===== src/rtl/pll_cfg_pkg.sv =====
// pll_cfg_pkg
// Shared constants for the PLL configuration serialiser:
//   - FSM state encoding (plain localparams so older tools can read it)
//   - default shift-chain length
//   - depth of the pll_locked synchroniser
package pll_cfg_pkg;

  localparam int DEF_CFG_BITS = 26;
  localparam int SYNC_STAGES  = 2;

  localparam logic [2:0] ST_IDLE      = 3'd0;
  localparam logic [2:0] ST_RST_HOLD  = 3'd1;
  localparam logic [2:0] ST_SH_LO     = 3'd2;
  localparam logic [2:0] ST_SH_HI     = 3'd3;
  localparam logic [2:0] ST_WAIT_LOCK = 3'd4;
  localparam logic [2:0] ST_FINISH    = 3'd5;

endpackage


===== src/rtl/pll_cfg_tick.sv =====
// pll_cfg_tick
// Phase timer for the serialiser. Counts CLK_DIV cycles per phase and flags
// the last cycle of each phase.
// Ports:
//   clk     in   system clock
//   reset   in   synchronous, active-high
//   enable  in   count only while a timed phase is active; otherwise held at 0
//   restart in   force the count back to 0 (used on every state change)
//   last    out  high on the final cycle of the current phase
module pll_cfg_tick #(
  parameter int CLK_DIV = 4
) (
  input  logic clk,
  input  logic reset,
  input  logic enable,
  input  logic restart,
  output logic last
);

  localparam int CW = (CLK_DIV > 1) ? $clog2(CLK_DIV) : 1;
  localparam logic [CW-1:0] LAST_VAL = CW'(CLK_DIV - 1);

  logic [CW-1:0] count;

  // Count 0..CLK_DIV-1 and wrap; a state change restarts the phase so the
  // next phase always gets its full CLK_DIV cycles.
  always_ff @(posedge clk) begin
    if (reset) begin
      count <= '0;
    end else if (!enable || restart || last) begin
      count <= '0;
    end else begin
      count <= count + CW'(1);
    end
  end

  assign last = enable && (count == LAST_VAL);

endmodule


===== src/rtl/pll_cfg_ser.sv =====
// pll_cfg_ser
// Loads a configuration word into the pixel-clock PLL over its serial pins
// and runs the reset / lock sequence. The previous chain contents come back
// on pll_sdo during the same transfer and are reported on rd_data.
// Ports:
//   clk, reset        system clock, synchronous active-high reset
//   start, cfg_data   one-cycle request and the word to send (MSB first)
//   busy, done        sequence in progress / one-cycle end pulse
//   status_locked     last sequence ended with lock
//   status_timeout    last sequence ended without lock
//   rd_data           word shifted out of pll_sdo during the last sequence
//   pll_nreset        PLL reset (active-low)
//   pll_sclk, pll_sdi PLL config clock and data
//   pll_sdo           PLL config data out
//   pll_locked        PLL lock indication, asynchronous to clk
module pll_cfg_ser
  import pll_cfg_pkg::*;
#(
  parameter int CFG_BITS     = DEF_CFG_BITS,
  parameter int CLK_DIV      = 4,
  parameter int LOCK_TIMEOUT = 65535
) (
  input  logic                clk,
  input  logic                reset,
  input  logic                start,
  input  logic [CFG_BITS-1:0] cfg_data,
  output logic                busy,
  output logic                done,
  output logic                status_locked,
  output logic                status_timeout,
  output logic [CFG_BITS-1:0] rd_data,
  output logic                pll_nreset,
  output logic                pll_sclk,
  output logic                pll_sdi,
  input  logic                pll_sdo,
  input  logic                pll_locked
);

  localparam int BW = (CFG_BITS > 1) ? $clog2(CFG_BITS) : 1;
  localparam int TW = $clog2(LOCK_TIMEOUT + 1);
  localparam logic [BW-1:0] BIT_TOP     = BW'(CFG_BITS - 1);
  localparam logic [TW-1:0] TIMEOUT_VAL = TW'(LOCK_TIMEOUT);

  logic [2:0]             state;
  logic [2:0]             state_next;
  logic [CFG_BITS-1:0]    cfg_shift;
  logic [CFG_BITS-1:0]    rd_shift;
  logic [BW-1:0]          bit_cnt;
  logic [TW-1:0]          timer;
  logic [SYNC_STAGES-1:0] lock_sync;
  logic                   locked_s;
  logic                   phase_last;
  logic                   phase_en;
  logic                   phase_restart;

  assign locked_s      = lock_sync[SYNC_STAGES-1];
  assign phase_en      = (state == ST_RST_HOLD) || (state == ST_SH_LO) ||
                         (state == ST_SH_HI);
  assign phase_restart = (state_next != state);

  pll_cfg_tick #(
    .CLK_DIV (CLK_DIV)
  ) u_tick (
    .clk     (clk),
    .reset   (reset),
    .enable  (phase_en),
    .restart (phase_restart),
    .last    (phase_last)
  );

  // Lock wins over timeout when both happen in the same cycle.
  always_comb begin
    state_next = state;
    case (state)
      ST_IDLE:      if (start) state_next = ST_RST_HOLD;
      ST_RST_HOLD:  if (phase_last) state_next = ST_SH_LO;
      ST_SH_LO:     if (phase_last) state_next = ST_SH_HI;
      ST_SH_HI:     if (phase_last) state_next = (bit_cnt == '0) ? ST_WAIT_LOCK : ST_SH_LO;
      ST_WAIT_LOCK: if (locked_s || (timer == TIMEOUT_VAL)) state_next = ST_FINISH;
      ST_FINISH:    state_next = ST_IDLE;
      default:      state_next = ST_IDLE;
    endcase
  end

  // Pin outputs are registered and updated on the edge that enters the new
  // phase, so sdi only moves together with sclk falling and never while it
  // is high. rd_data and status are loaded on entry to FINISH so they are
  // already valid while done is high.
  always_ff @(posedge clk) begin
    if (reset) begin
      state          <= ST_IDLE;
      cfg_shift      <= '0;
      rd_shift       <= '0;
      bit_cnt        <= '0;
      timer          <= '0;
      lock_sync      <= '0;
      status_locked  <= 1'b0;
      status_timeout <= 1'b0;
      rd_data        <= '0;
      pll_nreset     <= 1'b0;
      pll_sclk       <= 1'b0;
      pll_sdi        <= 1'b0;
    end else begin
      state     <= state_next;
      lock_sync <= {lock_sync[SYNC_STAGES-2:0], pll_locked};
      case (state)
        ST_IDLE: begin
          if (start) begin
            cfg_shift      <= cfg_data;
            rd_shift       <= '0;
            status_locked  <= 1'b0;
            status_timeout <= 1'b0;
            pll_nreset     <= 1'b0;
          end
        end
        ST_RST_HOLD: begin
          if (phase_last) begin
            bit_cnt <= BIT_TOP;
            pll_sdi <= cfg_shift[CFG_BITS-1];
          end
        end
        ST_SH_LO: begin
          if (phase_last) pll_sclk <= 1'b1;
        end
        ST_SH_HI: begin
          if (phase_last) begin
            rd_shift  <= {rd_shift[CFG_BITS-2:0], pll_sdo};
            cfg_shift <= {cfg_shift[CFG_BITS-2:0], 1'b0};
            pll_sclk  <= 1'b0;
            if (bit_cnt == '0) begin
              pll_nreset <= 1'b1;
            end else begin
              bit_cnt <= bit_cnt - BW'(1);
              pll_sdi <= cfg_shift[CFG_BITS-2];
            end
          end
        end
        ST_WAIT_LOCK: begin
          timer <= timer + TW'(1);
          if (locked_s) begin
            status_locked <= 1'b1;
            rd_data       <= rd_shift;
            timer         <= '0;
          end else if (timer == TIMEOUT_VAL) begin
            status_timeout <= 1'b1;
            rd_data        <= rd_shift;
            timer          <= '0;
          end
        end
        ST_FINISH: begin
        end
        default: begin
        end
      endcase
    end
  end

  assign busy = (state != ST_IDLE);
  assign done = (state == ST_FINISH);

endmodule


===== config.mk =====
export PLATFORM = sky130hd
export DESIGN_NAME = pll_cfg_ser
export DESIGN_NICKNAME = d
export VERILOG_FILES = /design/src/rtl/pll_cfg_pkg.sv /design/src/rtl/pll_cfg_tick.sv /design/src/rtl/pll_cfg_ser.sv
export SDC_FILE = /design/constraint.sdc
export NUM_CORES = 1
export LEC_CHECK = 0
export ABC_AREA = 0
export BUFFER_PORTS_ARGS = -buffer_cell sky130_fd_sc_hd__buf_2
export CORE_ASPECT_RATIO = 1.2
export CORE_MARGIN = 8
export CORE_UTILIZATION = 40
export CTS_CLUSTER_DIAMETER = 30
export CTS_CLUSTER_SIZE = 14
export DETAILED_ROUTE_END_ITERATION = 6
export GPL_ROUTABILITY_DRIVEN = 0
export HOLD_SLACK_MARGIN = 0.06
export SYNTH_ARGS = -nofsm -noshare
export SYNTH_HDL_FRONTEND = slang
export SYNTH_SLANG_ARGS = --single-unit

===== constraint.sdc =====
create_clock -name clk -period 4.85 [get_ports clk]
set_input_delay 0.7275 -clock clk [delete_from_list [all_inputs] [get_ports clk]]
set_output_delay 0.7275 -clock clk [all_outputs]
set_load 0.005 [all_outputs]

# Yosys cells after proc, flatten, opt, wreduce, memory -nomap -nowiden
# Index checks and enable logic that the tools add are counted.
classes:
  n_addsub: 3
  n_mux: 37
  reduce_logical: 23
  n_eq_ne: 17
op_table:
  columns: ["cell", "n"]
  rows:
  - ["$mux W26", 6]
  - ["$pmux W26 S2", 2]
  - ["$mux W16", 2]
  - ["$mux W3", 6]
  - ["$add A16 B1 Y16 const B", 1]
  - ["$eq A16 B16 Y1 const B", 1]
  - ["$mux W5", 3]
  - ["$pmux W3 S5", 1]
  - ["$reduce_and A4 Y1", 3]
  - ["$mux W1", 11]
  - ["$ne A2 B2 Y1 const B", 5]
  - ["$pmux W1 S2", 5]
  - ["$pmux W5 S2", 1]
  - ["$reduce_bool A2 Y1", 5]
  - ["$reduce_and A3 Y1", 3]
  - ["$ne A2 B1 Y1 const B", 4]
  - ["$eq A3 B2 Y1 const B", 2]
  - ["$eq A3 B3 Y1 const B", 2]
  - ["$logic_not A5 Y1", 1]
  - ["$logic_or A1 B1 Y1", 5]
  - ["$sub A5 B1 Y5 const B", 1]
  - ["$eq A3 B1 Y1 const B", 1]
  - ["$logic_not A3 Y1", 1]
  - ["$ne A3 B3 Y1", 1]
  - ["7 further kinds", 7]
totals:
  regBits: 111
  out_inout_bits: 33
  wordCells: 93

# Depth between registers and ports, before layout
logic_depth:
  word_depth: 10
  mapped_depth: 8

# Hierarchy
# Synthesis repeated with hierarchy kept, for this count alone.
unflattened:
  hier_cells: 676
  hier_area_um2: 5296.3
by_module_without_submodules:
  columns: ["module", "area_each_um2", "cells_each", "seq_area_each_um2", "instances"]
  rows:
  - ["pll_cfg_ser", 5211.2, 669, 2182.1, 1]
  - ["pll_cfg_tick", 85.1, 7, 40.0, 1]

# Worst setup path before layout
# No wires, ideal clock.
synth_timing:
  kind: "input port to flip-flop"
  from: "in start"
  to: "reg rd_shift[10]"
  setup_slack_ps: 2944
  n_path_buf: 2
  t_arrival_ps: 1835
  stages: 6
  cell_sequence: "nor4b_2 or2_2 buf_2 buf_4 nand3_1 a21oi_1"
synth_between:
  elab_chain_cells: 2
synth_rtl:
  columns: ["item", "line", "rtl"]
  rows:
  - ["start: declaration", "pll_cfg_ser.sv:25", "input logic start,"]
  - ["$ne A2 B2 Y1 (no source line)", null, null]
  - ["$reduce_and A3 Y1 (no source line)", null, null]
  - ["end signal: assignment", "pll_cfg_ser.sv:127", "rd_shift <= {rd_shift[CFG_BITS-2:0], pll_sdo};"]
  - ["end: declaration", "pll_cfg_ser.sv:47", "logic [CFG_BITS-1:0] rd_shift;"]
# Every way passes these cells.
# A chain may end at the register's enable or synchronous reset.

# Final worst setup path
layout_timing:
  from: "reg state[1]"
  to: "reg cfg_shift[7]"
layout_between:
  elab_chain_cells: 6
  word_cells_on_any_way: 12
  cone_classes: "5 x eq/ne; 1 x mux; 6 x reduce/logical"
layout_rtl:
  columns: ["item", "line", "rtl"]
  rows:
  - ["start: declaration", "pll_cfg_ser.sv:44", "logic [2:0] state;"]
  - ["start signal: assignment", "pll_cfg_ser.sv:104", "state <= state_next;"]
  - ["$eq A3 B1 Y1 or $eq A3 B2 Y1 (tied branches)", "pll_cfg_ser.sv:57", "assign phase_en = (state == ST_RST_HOLD) || (state == ST_SH_LO) ||"]
  - ["$logic_or A1 B1 Y1 (2 in series)", "pll_cfg_ser.sv:57", null]
  - ["$logic_and A1 B1 Y1", "pll_cfg_tick.sv:37", "assign last = enable && (count == LAST_VAL);"]
  - ["$ne A2 B1 Y1 (no source line)", null, null]
  - ["$reduce_and A3 Y1 (no source line)", null, null]
  - ["end signal: assignment", "pll_cfg_ser.sv:109", "cfg_shift <= cfg_data;"]
  - ["end signal: assignment", "pll_cfg_ser.sv:128", "cfg_shift <= {cfg_shift[CFG_BITS-2:0], 1'b0};"]
  - ["end: declaration", "pll_cfg_ser.sv:46", "logic [CFG_BITS-1:0] cfg_shift;"]
# Several ways; a longest one is shown, not always the timed one.

==> flow_summary.ini <==
[run_status]
status = finished, final reports clean

[timing]
slew_at_the_pin_closest_to_its_max_slew_limit_ps = 1130
skew_ps = 7.19
post-route-worst-setup-slack_ps = 2030
fin_setup_tns_ps = 0
setup_viol = 0
achievable-frequency_ghz = 0.354
final_max_slew_viol_count = 0
period_share = 0.582
final_hold_violations = 0
worst_slew_margin_rel = 0.243
fin_crit_ps = 2820
unrepaired_setup_endpoints_after_global_routing = no

[job]
timing.max_cap.violations = 0

[clock_tree]
clockBufferDepth = 2
clock_sinks = 111
post_cts.resized_instances = 0
tritoncts = done
clk_latency_ps = 340
cts-htree-levels = 3
clk_transition_reported_paths_ps = 70
cts-root-buf = sky130_fd_sc_hd__clkbuf_16
post_cts_buffers = 0
cts_buffers = 9
cts_hold_repair.buffers = 0

[route]
avgViaCountPerCell = 5.59
wl_met2_um = 5810
dr.max_layer_used = met4
total_length_of_routed_met3_wires_um = 540
drt_drc_violations_left = 0
route.antenna.remaining_nets = 0
routed-via-count = 4620
drt_pass1_iterations = 4
wirelength_met1_um = 5700
wire_per_inst_um = 14.9
drt_wl_total_um = 12300
drt_first_iter_violations = 293

[synth]
synth_area_um2 = 5250
synth-warning-count = 0
postSynth.asyncResetShare = 0
synth_commonest_cells = sky130_fd_sc_hd__nand2_1, sky130_fd_sc_hd__dfxtp_1, sky130_fd_sc_hd__nor2_1
synth.distinct_cells = 57
count_of_flip_flops_with_a_built_in_enable_after_synthesis = 0
yosysTopAreaCellShare = 0.423
synthesis.nets = 669
synth_seq_area_share = 0.423
yosys_most_used_dff = sky130_fd_sc_hd__dfxtp_1
synth-seq-cells = 111
syn_area_per_cell_um2 = 8.28
yosysMostFrequentCell = sky130_fd_sc_hd__nand2_1
postSynthCellCount = 634
synth.top_cells.by_area = sky130_fd_sc_hd__dfxtp_1, sky130_fd_sc_hd__nand2_1, sky130_fd_sc_hd__a32oi_1
yosys.area.top_type = sky130_fd_sc_hd__dfxtp_1

[global_routing]
number_of_global_route_vias_before_repair = 4362
grt_first_pass_wirelength_um = 20900
grt_util_all_layers = 0.146
grt_antenna_before_repair = 0
grt-ovfl-total = 0
grt_start_max_net_pins = 101

[critical_path]
timing.rr.start = state[1]$_SDFF_PP0_
worst_setup_path_end_kind = flip-flop
cp-startpoint = state[1]$_SDFF_PP0_
worstPathArrival_ps = 3070
timing.reg2reg.setup_slack_ps = 2030
critical_path_required_ps = 5090
start_kind = flip-flop
reg2reg_to = cfg_shift[7]$_SDFFE_PP0P_
worstSetupPathType = flip-flop to flip-flop
ff2ff_path_depth = 5
timing.critical_path.fanout_max = 39

[layout]
num-nets-final = 688
areaGrowthSynthToFinish_pct = 11.2
seqCellArea_um2 = 2220
post_route_cells_drive_above_1_share = 0.160
fill_cells = 1342
total_area_of_multi_input_combinational_cells_um2 = 2740
final_core_utilization = 0.449
diodes = 0

[power]
power_per_cell_area_nw_per_um2 = 298
leakage_nw = 1.99
vdd_ir_drop_max_v = 0.000204

[hold_path]
min_path_cells = 1
hp-class = flip-flop to flip-flop
worstHoldEndpoint = u_tick.count[0]$_SDFF_PP0_
worst_hold_startpoint = u_tick.count[0]$_SDFF_PP0_

[die]
core-area_um2 = 13000
die_area_um2 = 17100
floorplan.rows = 46
io_pins = 64
fp.dieW_um = 121
floorplan.initialDensity = 0.404
die-height_um = 141

[placed_design]
dpl_worst_slack_ps = 1800
place.detailed.hpwl_um = 7850
buffer_ports.inserted = 63
registers in the layout, indices dropped and copies added (netlist names):
name	count
bit_cnt	5
cfg_shift	26
lock_sync	2
pll_nreset	1
pll_sclk	1
pll_sdi	1
rd_data	26
rd_shift	26
state	3
status_locked	1
status_timeout	1
timer	16
u_tick.count	2
worst max path at each step:
stage | slack, ps | cells past startpoint | endpoint
after floorplan | 2940 | 6 | rd_shift[10]$_SDFFE_PP0P_
after global placement | 1950 | 6 | cfg_shift[7]$_SDFFE_PP0P_
after detailed placement | 1800 | 6 | cfg_shift[7]$_SDFFE_PP0P_
after CTS | 2020 | 5 | cfg_shift[7]$_SDFFE_PP0P_
after global routing | 1770 | 5 | cfg_shift[14]$_SDFFE_PP0P_
final | 2030 | 5 | cfg_shift[7]$_SDFFE_PP0P_
placed cells by master (no fill, tap or decap), types with 5 or more instances in the layout:
master / count
sky130_fd_sc_hd__a21oi_1: 44
sky130_fd_sc_hd__a311oi_1: 25
sky130_fd_sc_hd__a32oi_1: 26
sky130_fd_sc_hd__buf_2: 62
sky130_fd_sc_hd__buf_4: 5
sky130_fd_sc_hd__clkbuf_16: 9
sky130_fd_sc_hd__dfxtp_1: 111
sky130_fd_sc_hd__inv_1: 10
sky130_fd_sc_hd__nand2_1: 139
sky130_fd_sc_hd__nand3_1: 30
sky130_fd_sc_hd__nor2_1: 51
sky130_fd_sc_hd__nor2b_1: 5
sky130_fd_sc_hd__nor3_1: 10
sky130_fd_sc_hd__nor3b_1: 28
sky130_fd_sc_hd__o21ai_0: 6
sky130_fd_sc_hd__o311ai_0: 16
sky130_fd_sc_hd__o311ai_2: 11
sky130_fd_sc_hd__xnor2_1: 6
routing by layer:
metal | track usage | up-vias
li1 | - | 2342
met1 | 0.183 | 2159
met2 | 0.239 | 101
met3 | 0.0250 | 18
met4 | 0.0679 | 0
met5 | 0 | -
per-stage QoR:
step / hold slack [ps] / power (mW) / instances / instance area (µm²)
5_1_grt: 446 / 1.81 / 826 / 5830
2_1_floorplan: 397 / 1.03 / 634 / 5250
6_report: 422 / 1.74 / 826 / 5830
4_1_cts: 425 / 1.76 / 826 / 5830
3_3_place_gp: 408 / 1.05 / 810 / 5560
3_5_place_dp: 414 / 1.06 / 810 / 5560
worst max-delay path, cell delays in order, from the launching register on:
cell	delay, ps
sky130_fd_sc_hd__dfxtp_1	470
sky130_fd_sc_hd__nor4b_2	720
sky130_fd_sc_hd__or2_2	730
sky130_fd_sc_hd__buf_4	450
sky130_fd_sc_hd__nor2_1	70
sky130_fd_sc_hd__a311oi_1	270
report_power, final:
part | switching [mW] | internal (mW)
registers | 0.0123 | 0.931
clock network | 0.329 | 0.376
logic | 0.0602 | 0.0309
cell type report:
type / instances / share of cell area
Clock inverter: 3 / 0.00300
Sequential cell: 111 / 0.381
Multi-Input combinational cell: 453 / 0.469
Tap cell: 168 / 0.0360
Clock buffer: 13 / 0.0446
Inverter: 11 / 0.00708
Timing Repair Buffer: 67 / 0.0596
cells by family after synthesis:
kind of cell / count (synthesis) / synth area share
simple gates: 295 / 0.271
buf+inv: 70 / 0.0601
xor+xnor: 6 / 0.0100
mux: 3 / 0.00596
fa+ha+maj: 4 / 0.00954
compound gates: 145 / 0.220
flops: 111 / 0.423
No activity file was read; power rests on OpenSTA's default activity.
